### src/rtl/hdmi_tx_sequencer.sv
// HDMI/DVI transmit bring-up sequencer and video timing generator.
// Qualifies PLL lock, holds the TMDS transmitter in reset, runs one blank frame,
// then produces HS/VS/VDE and pixel coordinates. Every output is registered one
// cycle behind the h/v counter value it decodes.
// Optional build macro HDMI_SEQ_TESTPAT_EN adds RGB_o carrying 8 vertical colour bars.
module hdmi_tx_sequencer #(
  parameter int unsigned H_ACTIVE  = 1280,
  parameter int unsigned H_FP      = 110,
  parameter int unsigned H_SYNC    = 40,
  parameter int unsigned H_BP      = 220,
  parameter int unsigned V_ACTIVE  = 720,
  parameter int unsigned V_FP      = 5,
  parameter int unsigned V_SYNC    = 5,
  parameter int unsigned V_BP      = 20,
  parameter bit          HS_POL    = 1'b1,
  parameter bit          VS_POL    = 1'b1,
  parameter int unsigned LOCK_WAIT = 1024,
  parameter int unsigned RST_HOLD  = 16
) (
  input  logic        PCLKX1_i,
  input  logic        RSTn_i,
  input  logic        PLL_LOCK_i,
  input  logic        EN_i,
  output logic        TX_RSTn_o,
  output logic        VS_o,
  output logic        HS_o,
  output logic        VDE_o,
  output logic [11:0] X_o,
  output logic [11:0] Y_o,
  output logic        FRAME_START_o,
  output logic [2:0]  STATE_o
`ifdef HDMI_SEQ_TESTPAT_EN
  ,
  output logic [23:0] RGB_o
`endif
);

  localparam int unsigned H_TOTAL = H_ACTIVE + H_FP + H_SYNC + H_BP;
  localparam int unsigned V_TOTAL = V_ACTIVE + V_FP + V_SYNC + V_BP;

  // 13-bit thresholds so a sync end of exactly 4096 still compares correctly
  localparam logic [12:0] HActive  = 13'(H_ACTIVE);
  localparam logic [12:0] HSyncBeg = 13'(H_ACTIVE + H_FP);
  localparam logic [12:0] HSyncEnd = 13'(H_ACTIVE + H_FP + H_SYNC);
  localparam logic [11:0] HLast    = 12'(H_TOTAL - 1);
  localparam logic [12:0] VActive  = 13'(V_ACTIVE);
  localparam logic [12:0] VSyncBeg = 13'(V_ACTIVE + V_FP);
  localparam logic [12:0] VSyncEnd = 13'(V_ACTIVE + V_FP + V_SYNC);
  localparam logic [11:0] VLast    = 12'(V_TOTAL - 1);

  localparam int unsigned LockW = $clog2(LOCK_WAIT + 1);
  localparam int unsigned HoldW = $clog2(RST_HOLD + 1);
  localparam logic [LockW-1:0] LockLast = LockW'(LOCK_WAIT - 1);
  localparam logic [HoldW-1:0] HoldLast = HoldW'(RST_HOLD - 1);

  if (H_TOTAL > 4096) begin : gen_h_total_chk
    $error("hdmi_tx_sequencer: H_TOTAL exceeds 4096");
  end
  if (V_TOTAL > 4096) begin : gen_v_total_chk
    $error("hdmi_tx_sequencer: V_TOTAL exceeds 4096");
  end
  if (LOCK_WAIT < 1 || RST_HOLD < 1) begin : gen_wait_chk
    $error("hdmi_tx_sequencer: LOCK_WAIT and RST_HOLD must be at least 1");
  end

  typedef enum logic [2:0] {
    StIdle     = 3'd0,
    StLockWait = 3'd1,
    StTxRst    = 3'd2,
    StBlank    = 3'd3,
    StActive   = 3'd4
  } state_e;

  state_e           state_q;
  logic [LockW-1:0] lock_cnt_q;
  logic [HoldW-1:0] hold_cnt_q;
  logic [11:0]      h_q, v_q;
  logic             tx_rstn_q, vs_q, hs_q, vde_q, fs_q;
  logic [11:0]      x_q, y_q;

  logic running, h_last, v_last, frame_end, hs_act, vs_act, de_act;

  // Decode the current counter position; results are registered below
  always_comb begin
    running   = (state_q == StBlank) || (state_q == StActive);
    h_last    = (h_q == HLast);
    v_last    = (v_q == VLast);
    frame_end = h_last && v_last;
    hs_act    = running && ({1'b0, h_q} >= HSyncBeg) && ({1'b0, h_q} < HSyncEnd);
    vs_act    = running && ({1'b0, v_q} >= VSyncBeg) && ({1'b0, v_q} < VSyncEnd);
    de_act    = (state_q == StActive) && ({1'b0, h_q} < HActive) && ({1'b0, v_q} < VActive);
  end

`ifdef HDMI_SEQ_TESTPAT_EN
  localparam int unsigned BarW = H_ACTIVE / 8;

  logic [2:0]  bar_idx;
  logic [23:0] bar_rgb;
  logic [23:0] rgb_q;

  // Colour bar lookup: bar index is the number of bar boundaries at or left of h
  always_comb begin
    bar_idx = 3'd0;
    for (int unsigned i = 1; i < 8; i++) begin
      if ({1'b0, h_q} >= 13'(i * BarW)) bar_idx = 3'(i);
    end
    case (bar_idx)
      3'd0:    bar_rgb = 24'hFFFFFF;
      3'd1:    bar_rgb = 24'hFFFF00;
      3'd2:    bar_rgb = 24'h00FFFF;
      3'd3:    bar_rgb = 24'h00FF00;
      3'd4:    bar_rgb = 24'hFF00FF;
      3'd5:    bar_rgb = 24'hFF0000;
      3'd6:    bar_rgb = 24'h0000FF;
      default: bar_rgb = 24'h000000;
    endcase
  end

  // Pattern pixel, registered alongside VDE so it shares its alignment
  always_ff @(posedge PCLKX1_i or negedge RSTn_i) begin
    if (!RSTn_i) rgb_q <= 24'h000000;
    else         rgb_q <= de_act ? bar_rgb : 24'h000000;
  end

  assign RGB_o = rgb_q;
`endif

  // Sequencer FSM, h/v counters and registered timing outputs
  always_ff @(posedge PCLKX1_i or negedge RSTn_i) begin
    if (!RSTn_i) begin
      state_q    <= StIdle;
      lock_cnt_q <= '0;
      hold_cnt_q <= '0;
      h_q        <= '0;
      v_q        <= '0;
      tx_rstn_q  <= 1'b0;
      vs_q       <= ~VS_POL;
      hs_q       <= ~HS_POL;
      vde_q      <= 1'b0;
      fs_q       <= 1'b0;
      x_q        <= '0;
      y_q        <= '0;
    end else begin
      vde_q     <= de_act;
      hs_q      <= hs_act ? HS_POL : ~HS_POL;
      vs_q      <= vs_act ? VS_POL : ~VS_POL;
      fs_q      <= running && (h_q == 12'd0) && (v_q == 12'd0);
      x_q       <= h_q;
      y_q       <= v_q;
      // Stays high through the lock-loss edge, drops once the state reads idle
      tx_rstn_q <= running;

      unique case (state_q)
        StIdle: begin
          lock_cnt_q <= '0;
          if (PLL_LOCK_i) state_q <= StLockWait;
        end
        StLockWait: begin
          if (!PLL_LOCK_i) begin
            lock_cnt_q <= '0;
          end else if (lock_cnt_q == LockLast) begin
            state_q    <= StTxRst;
            hold_cnt_q <= '0;
          end else begin
            lock_cnt_q <= lock_cnt_q + 1'b1;
          end
        end
        StTxRst: begin
          if (!PLL_LOCK_i) begin
            state_q <= StIdle;
          end else if (hold_cnt_q == HoldLast) begin
            state_q   <= StBlank;
            tx_rstn_q <= 1'b1;
            h_q       <= '0;
            v_q       <= '0;
          end else begin
            hold_cnt_q <= hold_cnt_q + 1'b1;
          end
        end
        StBlank, StActive: begin
          if (!PLL_LOCK_i) begin
            state_q <= StIdle;
            h_q     <= '0;
            v_q     <= '0;
          end else begin
            if (h_last) begin
              h_q <= '0;
              v_q <= v_last ? 12'd0 : v_q + 12'd1;
            end else begin
              h_q <= h_q + 12'd1;
            end
            // Mode changes only between frames so no partial frame is ever sent
            if (frame_end) state_q <= EN_i ? StActive : StBlank;
          end
        end
        default: state_q <= StIdle;
      endcase
    end
  end

  assign TX_RSTn_o     = tx_rstn_q;
  assign VS_o          = vs_q;
  assign HS_o          = hs_q;
  assign VDE_o         = vde_q;
  assign X_o           = x_q;
  assign Y_o           = y_q;
  assign FRAME_START_o = fs_q;
  assign STATE_o       = state_q;

endmodule

### config.mk
export PLATFORM = sky130hd
export DESIGN_NAME = hdmi_tx_sequencer
export DESIGN_NICKNAME = d
export VERILOG_FILES = /design/src/rtl/hdmi_tx_sequencer.sv
export SDC_FILE = /design/constraint.sdc
export NUM_CORES = 1
export LEC_CHECK = 0
export CORE_ASPECT_RATIO = 0.8
export CORE_MARGIN = 3
export CORE_UTILIZATION = 30
export CTS_CLUSTER_DIAMETER = 60
export DETAILED_ROUTE_END_ITERATION = 7
export GPL_TIMING_DRIVEN = 0
export PLACE_DENSITY_LB_ADDON = 0.08
export REMOVE_ABC_BUFFERS = 1
export SLEW_MARGIN = 20
export SYNTH_ARGS = -nofsm -noshare
export SYNTH_HDL_FRONTEND = slang
export SYNTH_SLANG_ARGS = --single-unit
### constraint.sdc
create_clock -name PCLKX1_i -period 1.85 [get_ports PCLKX1_i]
set_input_delay 0.37 -clock PCLKX1_i [delete_from_list [all_inputs] [get_ports PCLKX1_i]]
set_output_delay 0.37 -clock PCLKX1_i [all_outputs]
set_load 0.01 [all_outputs]
==> results by group, run 1 <==
Outcome
  • Run status: finished, violations left
  • Failing checks: negative hold slack, negative setup slack

Clock tree
  • CTS tree: yes
  • Skew-Pair Late Insertion Delay: 0.33 ns
  • CTS Sinks: 72
  • Clock transition at path regs: 0.05 ns
  • Clk root buf: clkbuf_16
  • Htree depth: 3
  • Clk buf depth: 2
  • CTS buffer count: 9

Synthesis
  • Main flop type after synthesis: dfrtp_1
  • Syn. warnings: 0
  • Fraction of registers with async set/reset: 100%
  • EDFF count, synth: 0
  • Main area contributors after synthesis: dfrtp_1, ha_1, o21ai_0, nand3_1, nor2_1
  • Synth Register Bits: 72
  • Sequential area share after synthesis: 51.6%
  • Avg Cell Area, Syn: 10.2 um^2
  • Area leader, netlist: dfrtp_1
  • Synthesized area: 0.00349 mm^2
  • Cell variety after synth: 62
  • Synth top area share: 51.6%
  • Mapped Cells: 342

Detailed routing
  • Via count: 2811
  • Wire per inst: 15.5 um
  • Vias per inst: 4.99
  • DR pass1 iterations: 6
  • DRC: 0
  • ANT nets after route: 0
  • Routed WL: 8750 um
  • Initial DRC count: 234

Die
  • Die span in y: 102 um
  • Floorplan core area: 0.0111 mm^2
  • Die Span X: 127 um
  • Row count: 34
  • Initial core utilization: 31.4%
  • Boundary pin count: 36
  • Die Area: 0.0130 mm^2

Placement
  • Routability cong.: 0.800
  • Dpl hpwl: 5470 um
  • Cell Area, Placed: 0.00396 mm^2
  • PortBufs: 35

Pwr
  • Clock Power Share: 47.8%
  • Combinational power share: 2.9%
  • Net Sw Frac: 21.8%
  • VDD IR max: 0.348 mV
  • Internal: 0.00252 W
  • Seq pwr share: 49.2%
  • Cell Pwr Density: 672 mW/mm^2
  • Sw Pwr: 0.000701 W
  • Leak Pwr: 2.03 nW

Final layout
  • Post-route cell area: 0.00479 mm^2
  • Share of layout cells above drive strength 1: 27.9%
  • Layout Area Growth over Synthesis: 37.3%
  • Final nets: 429
  • Fin util: 43.1%
  • Ant diodes: 0

Timing
  • Final setup margin: -0.0483 ns
  • Measured slew at the worst slew-check pin: 0.465 ns
  • Crit share post-route: 103%
  • WHS: -0.00880 ns
  • Slew HR: 69.0%
  • Max-slew violations: 0
  • Endpoints failing setup: 21
  • Setup Skew: 0.00581 ns
  • Final hold viol count: 11
  • Maximum clock rate: 527 MHz
  • Crit path time final: 1.90 ns
  • RSZ-0062 raised after global routing: yes

Global route
  • First-pass GRT wire length: 14500 um
  • Largest net degree at the start of global routing: 40
  • Number of global-route vias before repair: 2728
  • GRT overflow: 0
  • Total track usage: 14.1%
  • Antenna violations before repair: 0

Setup path
  • Worst path required time: 2.09 ns
  • Critical Path AT: 2.14 ns
  • Flop-to-flop setup slack: -0.05 ns
  • Worst R2R Path Depth: 8
  • CP max FO: 5
  • Setup crit start: lock_cnt_q[0]$_DFFE_PN0P_
  • Setup Crit Path Kind: flop to flop
  • Worst Setup EP: lock_cnt_q[7]$_DFFE_PN0P_
  • RR Endpoint: lock_cnt_q[7]$_DFFE_PN0P_
  • Origin of the critical flop-to-flop path: lock_cnt_q[0]$_DFFE_PN0P_
  • CP endpoint kind: flop
  • Critical path startpoint category: flop

Worst hold path
  • Hold WC Path Type: input pin to asynchronous set/reset pin

Run
  • Max_cap viols: 0
-- layer usage --
layer  track usage [%]  part of all wire, %  wire (um)
met3              4.60                  3.8        335
met5                 0                    0          0
met2              20.7                   46       4030
met1              20.1                   49       4330
met4              3.71                 0.58         51
-- state kept, by name, indices dropped and copies added, names as in the netlist --
name,cells
hold_cnt_q,5
X_o,12
FRAME_START_o,1
v_q,12
h_q,12
VDE_o,1
HS_o,1
VS_o,1
Y_o,12
STATE_o,3
lock_cnt_q,11
TX_RSTn_o,1
-- synthesized netlist by cell type (2+ instances only) --
| library cell | number |
|---|---|
| a21oi_1 | 8 |
| nor3b_1 | 2 |
| o21a_1 | 3 |
| xnor2_1 | 4 |
| dfrtp_1 | 72 |
| buf_6 | 2 |
| o21ai_0 | 26 |
| mux2_2 | 2 |
| clkbuf_1 | 3 |
| buf_4 | 3 |
| o31ai_1 | 8 |
| and2_1 | 3 |
| o22ai_1 | 3 |
| and3_1 | 10 |
| nor4_1 | 7 |
| nand2_1 | 27 |
| buf_2 | 4 |
| o21ai_1 | 11 |
| nand4_1 | 10 |
| ha_1 | 11 |
| nor3_1 | 12 |
| o41ai_2 | 2 |
| xor2_1 | 5 |
| nor2_1 | 28 |
| nand2b_1 | 5 |
| a31oi_1 | 4 |
| inv_1 | 11 |
| nand3_1 | 21 |
| nand3b_1 | 2 |
-- logic make-up (layout without fill, tap and decap cells) --
| family | count (synthesis) | in the layout | share of synthesized area, % |
|---|---|---|---|
| mux | 3 | 3 | 0.932 |
| xor+xnor | 9 | 9 | 2.26 |
| simple gates | 142 | 142 | 22.2 |
| compound gates | 81 | 81 | 15.6 |
| fa+ha+maj | 11 | 11 | 3.94 |
| flops | 72 | 72 | 51.6 |
| buf+inv | 24 | 101 | 3.48 |
-- how the worst min path moves through the flow --
stage | start | endpoint | cells after the start
2_1_floorplan | RSTn_i | FRAME_START_o$_DFF_PN0_ | 0
6_report | RSTn_i | hold_cnt_q[4]$_DFFE_PN0P_ | 1
5_1_grt | RSTn_i | hold_cnt_q[1]$_DFFE_PN0P_ | 1
3_3_place_gp | h_q[6]$_DFFE_PN0P_ | X_o[6]$_DFF_PN0_ | 0
4_1_cts | RSTn_i | lock_cnt_q[8]$_DFFE_PN0P_ | 1
3_5_place_dp | RSTn_i | hold_cnt_q[4]$_DFFE_PN0P_ | 1
-- cells in the final DEF, fill, tap and decap left out, types with 3 or more instances in the layout --
cell type        netlist  layout
dfrtp_1               72      64
clkdlybuf4s50_1        0      33
buf_4                  3      33
nor2_1                28      28
nand2_1               27      25
o21ai_1               11      17
nand3_1               21      16
inv_1                 11      10
nand4_1               10      10
o21ai_2                0      10
nor3_1                12       9
o21ai_0               26       9
clkbuf_16              0       9
dfrtp_2                0       8
and3_1                10       8
ha_1                  11       8
a21oi_1                8       7
nor4_1                 7       6
nand2b_1               5       5
o31ai_1                8       5
buf_6                  2       5
a31oi_1                4       4
nand3_2                0       4
xnor2_1                4       4
xor2_1                 5       4
clkbuf_1               3       4
o21a_1                 3       3
and2_1                 3       3
o22ai_1                3       3
o31ai_2                1       3
-- worst max-delay path, stage by stage (launching register included) --
cell and delay [ns]:
dfrtp_1 0.35, ha_2 0.19, nand4_1 0.14, buf_4 0.17, or3_4 0.35, o31ai_4 0.31
buf_6 0.18, o21ai_2 0.05, o31ai_1 0.06
-- power groups by stage --
stage	clock (W)	combinational [W]	sequential, W
2_1_floorplan	0	0.0000223	0.00161
3_3_place_gp	0	0.0000720	0.00162
3_5_place_dp	0	0.0000767	0.00161
4_1_cts	0.00160	0.0000896	0.00158
5_1_grt	0.00166	0.000110	0.00158
6_report	0.00154	0.0000949	0.00159
-- final cells by class --
class,count,area (um^2)
fill,1073,6310
multi-input combinational,246,1830
sequential,72,1810
timing repair buffer,73,659
clock buffer,13,240
tap,144,180
inverter,12,50.0
clock inverter,3,18.8
-- through the flow --
| step | setup WS, ns | cells | hold WS [ns] | setup TNS [ns] | total power, W |
|---|---|---|---|---|---|
| 2_1_floorplan | -0.155 | 330 | 0.0744 | -1.94 | 0.00164 |
| 3_3_place_gp | -2.24 | 509 | 0.465 | -181.18 | 0.00169 |
| 3_5_place_dp | -0.768 | 510 | 0.365 | -19.02 | 0.00169 |
| 4_1_cts | -0.0828 | 550 | 0.0112 | -0.796 | 0.00328 |
| 5_1_grt | -0.141 | 563 | 0.0274 | -3.29 | 0.00335 |
| 6_report | -0.0483 | 563 | -0.00880 | -0.479 | 0.00322 |
-- repair_timing --
action,in CTS,in global routing
endpoints found under the setup margin,44,41
endpoints found under the hold margin,0,0
pin swaps,21,14
hold buffers,0,0
gates resized for setup,52,34
buffers inserted,24,13
gates cloned,0,0
(Power assumes the default switching activity.)
==> run 2, diff against run 1 <==
==> constraint.sdc (replaced) <==
create_clock -name PCLKX1_i -period 2.4 [get_ports PCLKX1_i]
set_input_delay 0.48 -clock PCLKX1_i [delete_from_list [all_inputs] [get_ports PCLKX1_i]]
set_output_delay 0.48 -clock PCLKX1_i [all_outputs]
set_load 0.01 [all_outputs]
==> run 2 against run 1 <==
  * Maximum frequency fell by 13%
  * The run now ends clean
  * Final cell count fell by 6.0%
  * First-iteration DRC count rose by 17%
  * Worst setup slack improved by 0.26 ns
  * Flip-flop and latch count did not move
  * Register-to-register slack improved by 0.26 ns
  * Non-clock buffer count fell by 34
  * Hold slack improved by 0.11 ns
==> results by group, run 2 (synthesized netlist as in run 1, its figures left out) <==
Detailed routing
  • Met2 WL: 3520 um (-13%)
  • WL met1: 4200 um (-3.0%)
  • Routed WL: 8200 um (-6.4%)
  • DRC: 0 (unchanged)
  • WL met3: 387 um (+16%)
  • Max layer used: met4
  • DR pass1 iterations: 4 (-2)
  • ANT nets after route: 0 (unchanged)
  • Vias per inst: 5.14 (+2.9%)
  • Initial DRC count: 273 (+17%)
  • Via count: 2719 (-3.3%)
  • Wire per inst: 15.5 um (-0.36%)

Setup path
  • CP endpoint kind: flop
  • Critical path startpoint category: flop
  • CP max FO: 9 (+4)
  • Critical Path AT: 2.39 ns (+0.25 ns)
  • Origin of the critical flop-to-flop path: hold_cnt_q[0]$_DFFE_PN0P_
  • Flop-to-flop setup slack: 0.22 ns (+0.26 ns)
  • RR Endpoint: v_q[1]$_DFFE_PN0P_
  • Worst path required time: 2.61 ns (+0.52 ns)
  • Worst R2R Path Depth: 10 (+2)
  • Setup Crit Path Kind: flop to flop

Final layout
  • Commonest non-fill, non-tap cell in the layout: dfrtp_1
  • Layout Area Growth over Synthesis: 22.5%
  • Post-route cell area: 0.00427 mm^2 (-11%)
  • Share of layout cells above drive strength 1: 9.61% (-18 points)
  • Final nets: 395 (-7.9%)
  • Most frequent cells in the layout: dfrtp_1, clkdlybuf4s50_1, nor2_1
  • Fin util: 38.5% (-4.6 points)
  • Non-filler instance count after layout: 529 (-6.0%)
  • Ant diodes: 0 (unchanged)

Placement
  • PortBufs: 35 (unchanged)
  • Dpl hpwl: 5470 um (unchanged)
  • Routability cong.: 0.800 (unchanged)
  • Cells after DPL: 510 (unchanged)
  • Post-Place Setup Slack: -0.328 ns (+0.440 ns)
  • Cell Area, Placed: 0.00396 mm^2 (unchanged)

Die
  • Initial core utilization: 31.4% (unchanged)
  • Floorplan core area: 0.0111 mm^2 (unchanged)
  • Die Span X: 127 um (unchanged)
  • Boundary pin count: 36 (unchanged)
  • Die Area: 0.0130 mm^2 (unchanged)
  • Row count: 34 (unchanged)
  • Die span in y: 102 um (unchanged)

Timing
  • Slew HR: 63.2% (-5.8 points)
  • Final hold viol count: 0 (-11)
  • Measured slew at the worst slew-check pin: 0.552 ns (+0.0870 ns)
  • Crit share post-route: 91.0% (-12 points)
  • Setup Skew: 0.00628 ns (+0.000471 ns)
  • RSZ-0062 raised after global routing: no
  • WHS: 0.0988 ns (+0.108 ns)
  • Final setup margin: 0.216 ns (+0.264 ns)
  • Crit path time final: 2.18 ns (+0.286 ns)
  • Endpoints failing setup: 0 (-100%)
  • Max-slew violations: 0 (unchanged)
  • Maximum clock rate: 458 MHz (-13%)

Global route
  • First-pass GRT wire length: 13700 um (-5.0%)
  • Number of global-route vias before repair: 2590 (-5.1%)
  • Total track usage: 13.4% (-0.65 points)
  • Largest net degree at the start of global routing: 40 (unchanged)
  • Antenna violations before repair: 0 (unchanged)
  • GRT overflow: 0 (unchanged)

Clock tree
  • Clk root buf: clkbuf_16
  • CTS Sinks: 72 (unchanged)
  • Clock transition at path regs: 0.06 ns (about the same)
  • CTS buffer count: 9 (unchanged)
  • Skew-Pair Late Insertion Delay: 0.33 ns (about the same)
  • Htree depth: 3 (unchanged)
  • CTS tree: yes
  • Clk buf depth: 2 (unchanged)

Run
  • Max_cap viols: 0 (unchanged)

Outcome
  • Run status: finished, final reports clean

Pwr
  • Cell Pwr Density: 577 mW/mm^2 (-14%)
  • Leak Pwr: 1.83 nW (-9.8%)
  • VDD IR max: 0.292 mV (-16%)

Worst hold path
  • Hold WC Path Type: input pin to asynchronous set/reset pin
run 2: critical path, cell delays in order (launching register included):
cell and delay, ns:
dfrtp_1 0.42, ha_1 0.24, and3_1 0.19, ha_1 0.24
a21oi_1 0.19, o21ba_4 0.22, inv_4 0.09, o21a_4 0.17
buf_4 0.15, nand3_1 0.06, o21ai_0 0.08
run 2: cell type report:
type / count / area (um^2)
clock buffer: 13 / 240
clock inverter: 3 / 18.8
multi-input combinational: 246 / 1590
timing repair buffer: 39 / 393
sequential: 72 / 1800
tap: 144 / 180
fill: 1115 / 6830
inverter: 12 / 47.5
run 2: worst max-delay path by stage:
stage	from	endpoint	slack [ns]	cells past startpoint
4_1_cts	hold_cnt_q[0]$_DFFE_PN0P_	v_q[6]$_DFFE_PN0P_	0.05	9
5_1_grt	hold_cnt_q[0]$_DFFE_PN0P_	v_q[7]$_DFFE_PN0P_	0.009	9
3_3_place_gp	RSTn_i	Y_o[0]$_DFF_PN0_	-1.80	1
2_1_floorplan	hold_cnt_q[0]$_DFFE_PN0P_	v_q[6]$_DFFE_PN0P_	0.39	9
6_report	hold_cnt_q[0]$_DFFE_PN0P_	v_q[1]$_DFFE_PN0P_	0.22	10
3_5_place_dp	PLL_LOCK_i	lock_cnt_q[5]$_DFFE_PN0P_	-0.33	5
run 2: what timing repair did:
action	4_1_cts	5_1_grt
endpoints found under the hold margin	0	0
hold buffers	0	0
endpoints found under the setup margin	12	14
buffers inserted	0	3
gates resized for setup	2	4
run 2: power by group:
group / switching (W) / leakage [nW] / total, W / internal, W
clock: 0.000489 / 0.128 / 0.00119 / 0.000699
combinational: 0.0000418 / 0.766 / 0.0000572 / 0.0000154
sequential: 0.00000467 / 0.936 / 0.00122 / 0.00122
run 2: metal layers:
metal / global-route usage [%] / vias to the layer above
met5: 0 / -
met2: 19.1 / 57
met1: 19.4 / 1326
met4: 3.71 / 0
met3: 4.60 / 8
li1: - / 1328
run 2: metrics by stage:
stage               total power [W]  TNS, ns
floorplan                   0.00126        0
global placement            0.00130  -133.72
detailed placement          0.00130    -3.64
CTS                         0.00252        0
global route                0.00257        0
finish                      0.00247        0
==> run 3, diff against run 2 <==
==> constraint.sdc (replaced) <==
create_clock -name PCLKX1_i -period 2.8 [get_ports PCLKX1_i]
set_input_delay 0.56 -clock PCLKX1_i [delete_from_list [all_inputs] [get_ports PCLKX1_i]]
set_output_delay 0.56 -clock PCLKX1_i [all_outputs]
set_load 0.01 [all_outputs]
==> run 3 against run 2 <==
  * Die area did not move
  * Hold slack better by 0.080 ns
  * Clock power decreased by 14%
  * Sequential power down 14%
  * First-iteration DRC count shrank 3.7%
  * Wire length down 0.54%
  * Global-route usage barely moved
  * Combinational power decreased by 16%
  * Power decreased by 14%
  * Critical path type unchanged
  * Largest power group unchanged
==> results by group, run 3 (synthesized netlist as in run 1, its figures left out) <==
Clock tree
  • Htree depth: 3 (unchanged)
  • Post-CTS setup buffers: 0 (unchanged)
  • # hold bufs at CTS: 0 (unchanged)
  • Cts repair resizes: 0 (-2)
  • Clock transition at path regs: 0.05 ns (about the same)
  • CTS Sinks: 72 (unchanged)
  • Clk buf depth: 2 (unchanged)
  • CTS tree: yes
  • CTS buffer count: 9 (unchanged)
  • Skew-Pair Late Insertion Delay: 0.33 ns (about the same)
  • Clk root buf: clkbuf_16

Timing
  • Slew HR: 41.6% (-22 points)
  • Max-slew violations: 0 (unchanged)
  • Endpoints failing setup: 0 (unchanged)
  • Final hold viol count: 0 (unchanged)
  • Crit share post-route: 89.3% (-1.7 points)
  • Setup Skew: 0.00622 ns (-0.0000597 ns)
  • Measured slew at the worst slew-check pin: 0.871 ns (+0.319 ns)
  • WHS: 0.179 ns (+0.0799 ns)
  • Fin Setup TNS: 0 ns (unchanged)
  • RSZ-0062 raised after global routing: no
  • Final setup margin: 0.299 ns (+0.0838 ns)
  • Maximum clock rate: 400 MHz (-13%)
  • Crit path time final: 2.50 ns (+0.316 ns)

Pwr
  • VDD IR max: 0.249 mV (-15%)
  • Leak Pwr: 1.80 nW (-1.4%)
  • Cell Pwr Density: 501 mW/mm^2 (-13%)

Setup path
  • CP endpoint kind: flop
  • Critical Path AT: 2.74 ns (+0.35 ns)
  • Setup Crit Path Kind: flop to flop
  • CP max FO: 11 (+2)
  • Origin of the critical flop-to-flop path: hold_cnt_q[0]$_DFFE_PN0P_
  • Worst R2R Path Depth: 9 (-1)
  • RR Endpoint: v_q[7]$_DFFE_PN0P_
  • Worst path required time: 3.04 ns (+0.43 ns)
  • Critical path startpoint category: flop
  • Flop-to-flop setup slack: 0.30 ns (+0.08 ns)
  • Setup crit start: hold_cnt_q[0]$_DFFE_PN0P_

Detailed routing
  • Met2 WL: 3530 um (about the same)
  • Initial DRC count: 263 (-3.7%)
  • DRC: 0 (unchanged)
  • Via count: 2698 (-0.77%)
  • Routed WL: 8150 um (-0.54%)
  • Wire per inst: 15.5 um (about the same)
  • DR pass1 iterations: 5 (+1)
  • Max layer used: met4
  • WL met3: 361 um (-6.7%)
  • Vias per inst: 5.13 (-0.21%)
  • WL met1: 4180 um (-0.55%)
  • ANT nets after route: 0 (unchanged)

Final layout
  • Final nets: 392 (-0.76%)
  • Fin util: 38.0% (-0.48 points)
  • Area of the multi-input gates: 0.00157 mm^2 (-1.6%)
  • Flip-flop and latch area: 0.00180 mm^2 (unchanged)
  • Layout Area Growth over Synthesis: 20.9%
  • Most frequent cells in the layout: dfrtp_1, clkdlybuf4s50_1, nor2_1
  • Share of layout cells above drive strength 1: 8.64% (-0.97 points)
  • Ant diodes: 0 (unchanged)
  • Commonest non-fill, non-tap cell in the layout: dfrtp_1
  • FILL cells: 1120 (+0.45%)
  • Post-route cell area: 0.00422 mm^2 (-1.3%)

Die
  • Die Span X: 127 um (unchanged)
  • Row count: 34 (unchanged)
  • Die Area: 0.0130 mm^2 (unchanged)
  • Floorplan core area: 0.0111 mm^2 (unchanged)
  • Die span in y: 102 um (unchanged)
  • Initial core utilization: 31.4% (unchanged)
  • Boundary pin count: 36 (unchanged)

Global route
  • Number of global-route vias before repair: 2590 (unchanged)
  • Total track usage: 13.4% (about the same)
  • GRT overflow: 0 (unchanged)
  • First-pass GRT wire length: 13700 um (unchanged)
  • Largest net degree at the start of global routing: 40 (unchanged)
  • Antenna violations before repair: 0 (unchanged)

Placement
  • Routability cong.: 0.800 (unchanged)
  • PortBufs: 35 (unchanged)
  • Post-Place Setup Slack: -0.00778 ns (+0.320 ns)
  • Cell Area, Placed: 0.00396 mm^2 (unchanged)
  • Dpl hpwl: 5470 um (unchanged)

Worst hold path
  • Hold WC Path Type: input pin to asynchronous set/reset pin

Run
  • Max_cap viols: 0 (unchanged)

Outcome
  • Run status: finished, final reports clean
==> run 3: cell types whose count changed in the layout (fill, tap and decap cells not counted) <==
cell             delta
buf_4               -3
clkdlybuf4s50_1     +1
dlymetal6s2s_1      -1
inv_2               +1
inv_4               -1
nor3_2              +1
nor3_4              -1
o21ai_1             +1
o21ai_4             -1
o31ai_2             +1
o31ai_4             -1
==> run 3: critical path, stage by stage (launching register included) <==
cell and delay [ns]:
dfrtp_1 0.42, ha_1 0.24, and3_1 0.19, ha_1 0.24
a21oi_1 0.19, o21ba_4 0.21, inv_2 0.11, o21ai_1 0.48
o21ai_0 0.21, o31ai_1 0.10
==> run 3: worst max-delay path by stage <==
stage	end	slack, ns	cells after the start
floorplan	v_q[6]$_DFFE_PN0P_	0.79	9
global placement	Y_o[0]$_DFF_PN0_	-1.48	1
detailed placement	lock_cnt_q[5]$_DFFE_PN0P_	-0.008	5
CTS	v_q[7]$_DFFE_PN0P_	0.22	9
global route	v_q[7]$_DFFE_PN0P_	0.03	9
finish	v_q[7]$_DFFE_PN0P_	0.30	9
==> run 3: metal layers <==
| metal | GRT usage (%) | vias up |
|---|---|---|
| li1 | - | 1318 |
| met1 | 19.4 | 1318 |
| met2 | 19.1 | 52 |
| met3 | 4.60 | 10 |
| met4 | 3.71 | 0 |
| met5 | 0 | - |
==> run 3: power by group <==
| part | internal (W) | leakage, nW | switching, W |
|---|---|---|---|
| Sequential | 0.00104 | 0.936 | 0.00000410 |
| Clock | 0.000599 | 0.128 | 0.000419 |
| Combinational | 0.0000130 | 0.740 | 0.0000347 |
| Total | 0.00166 | 1.80 | 0.000458 |
==> run 3: final cells by class <==
cell class,instances,share of cell area (%)
timing repair buffer,36,8.72
clock buffer,13,5.69
sequential,72,42.7
clock inverter,3,0.445
inverter,12,1.07
multi-input combinational,246,37.1
tap,144,4.27
==> run 3: metrics by stage <==
step / std cells / power [W]
after floorplan: 330 / 0.00108
after global placement: 509 / 0.00111
after detailed placement: 510 / 0.00112
after CTS: 526 / 0.00216
after global routing: 526 / 0.00220
final: 526 / 0.00211
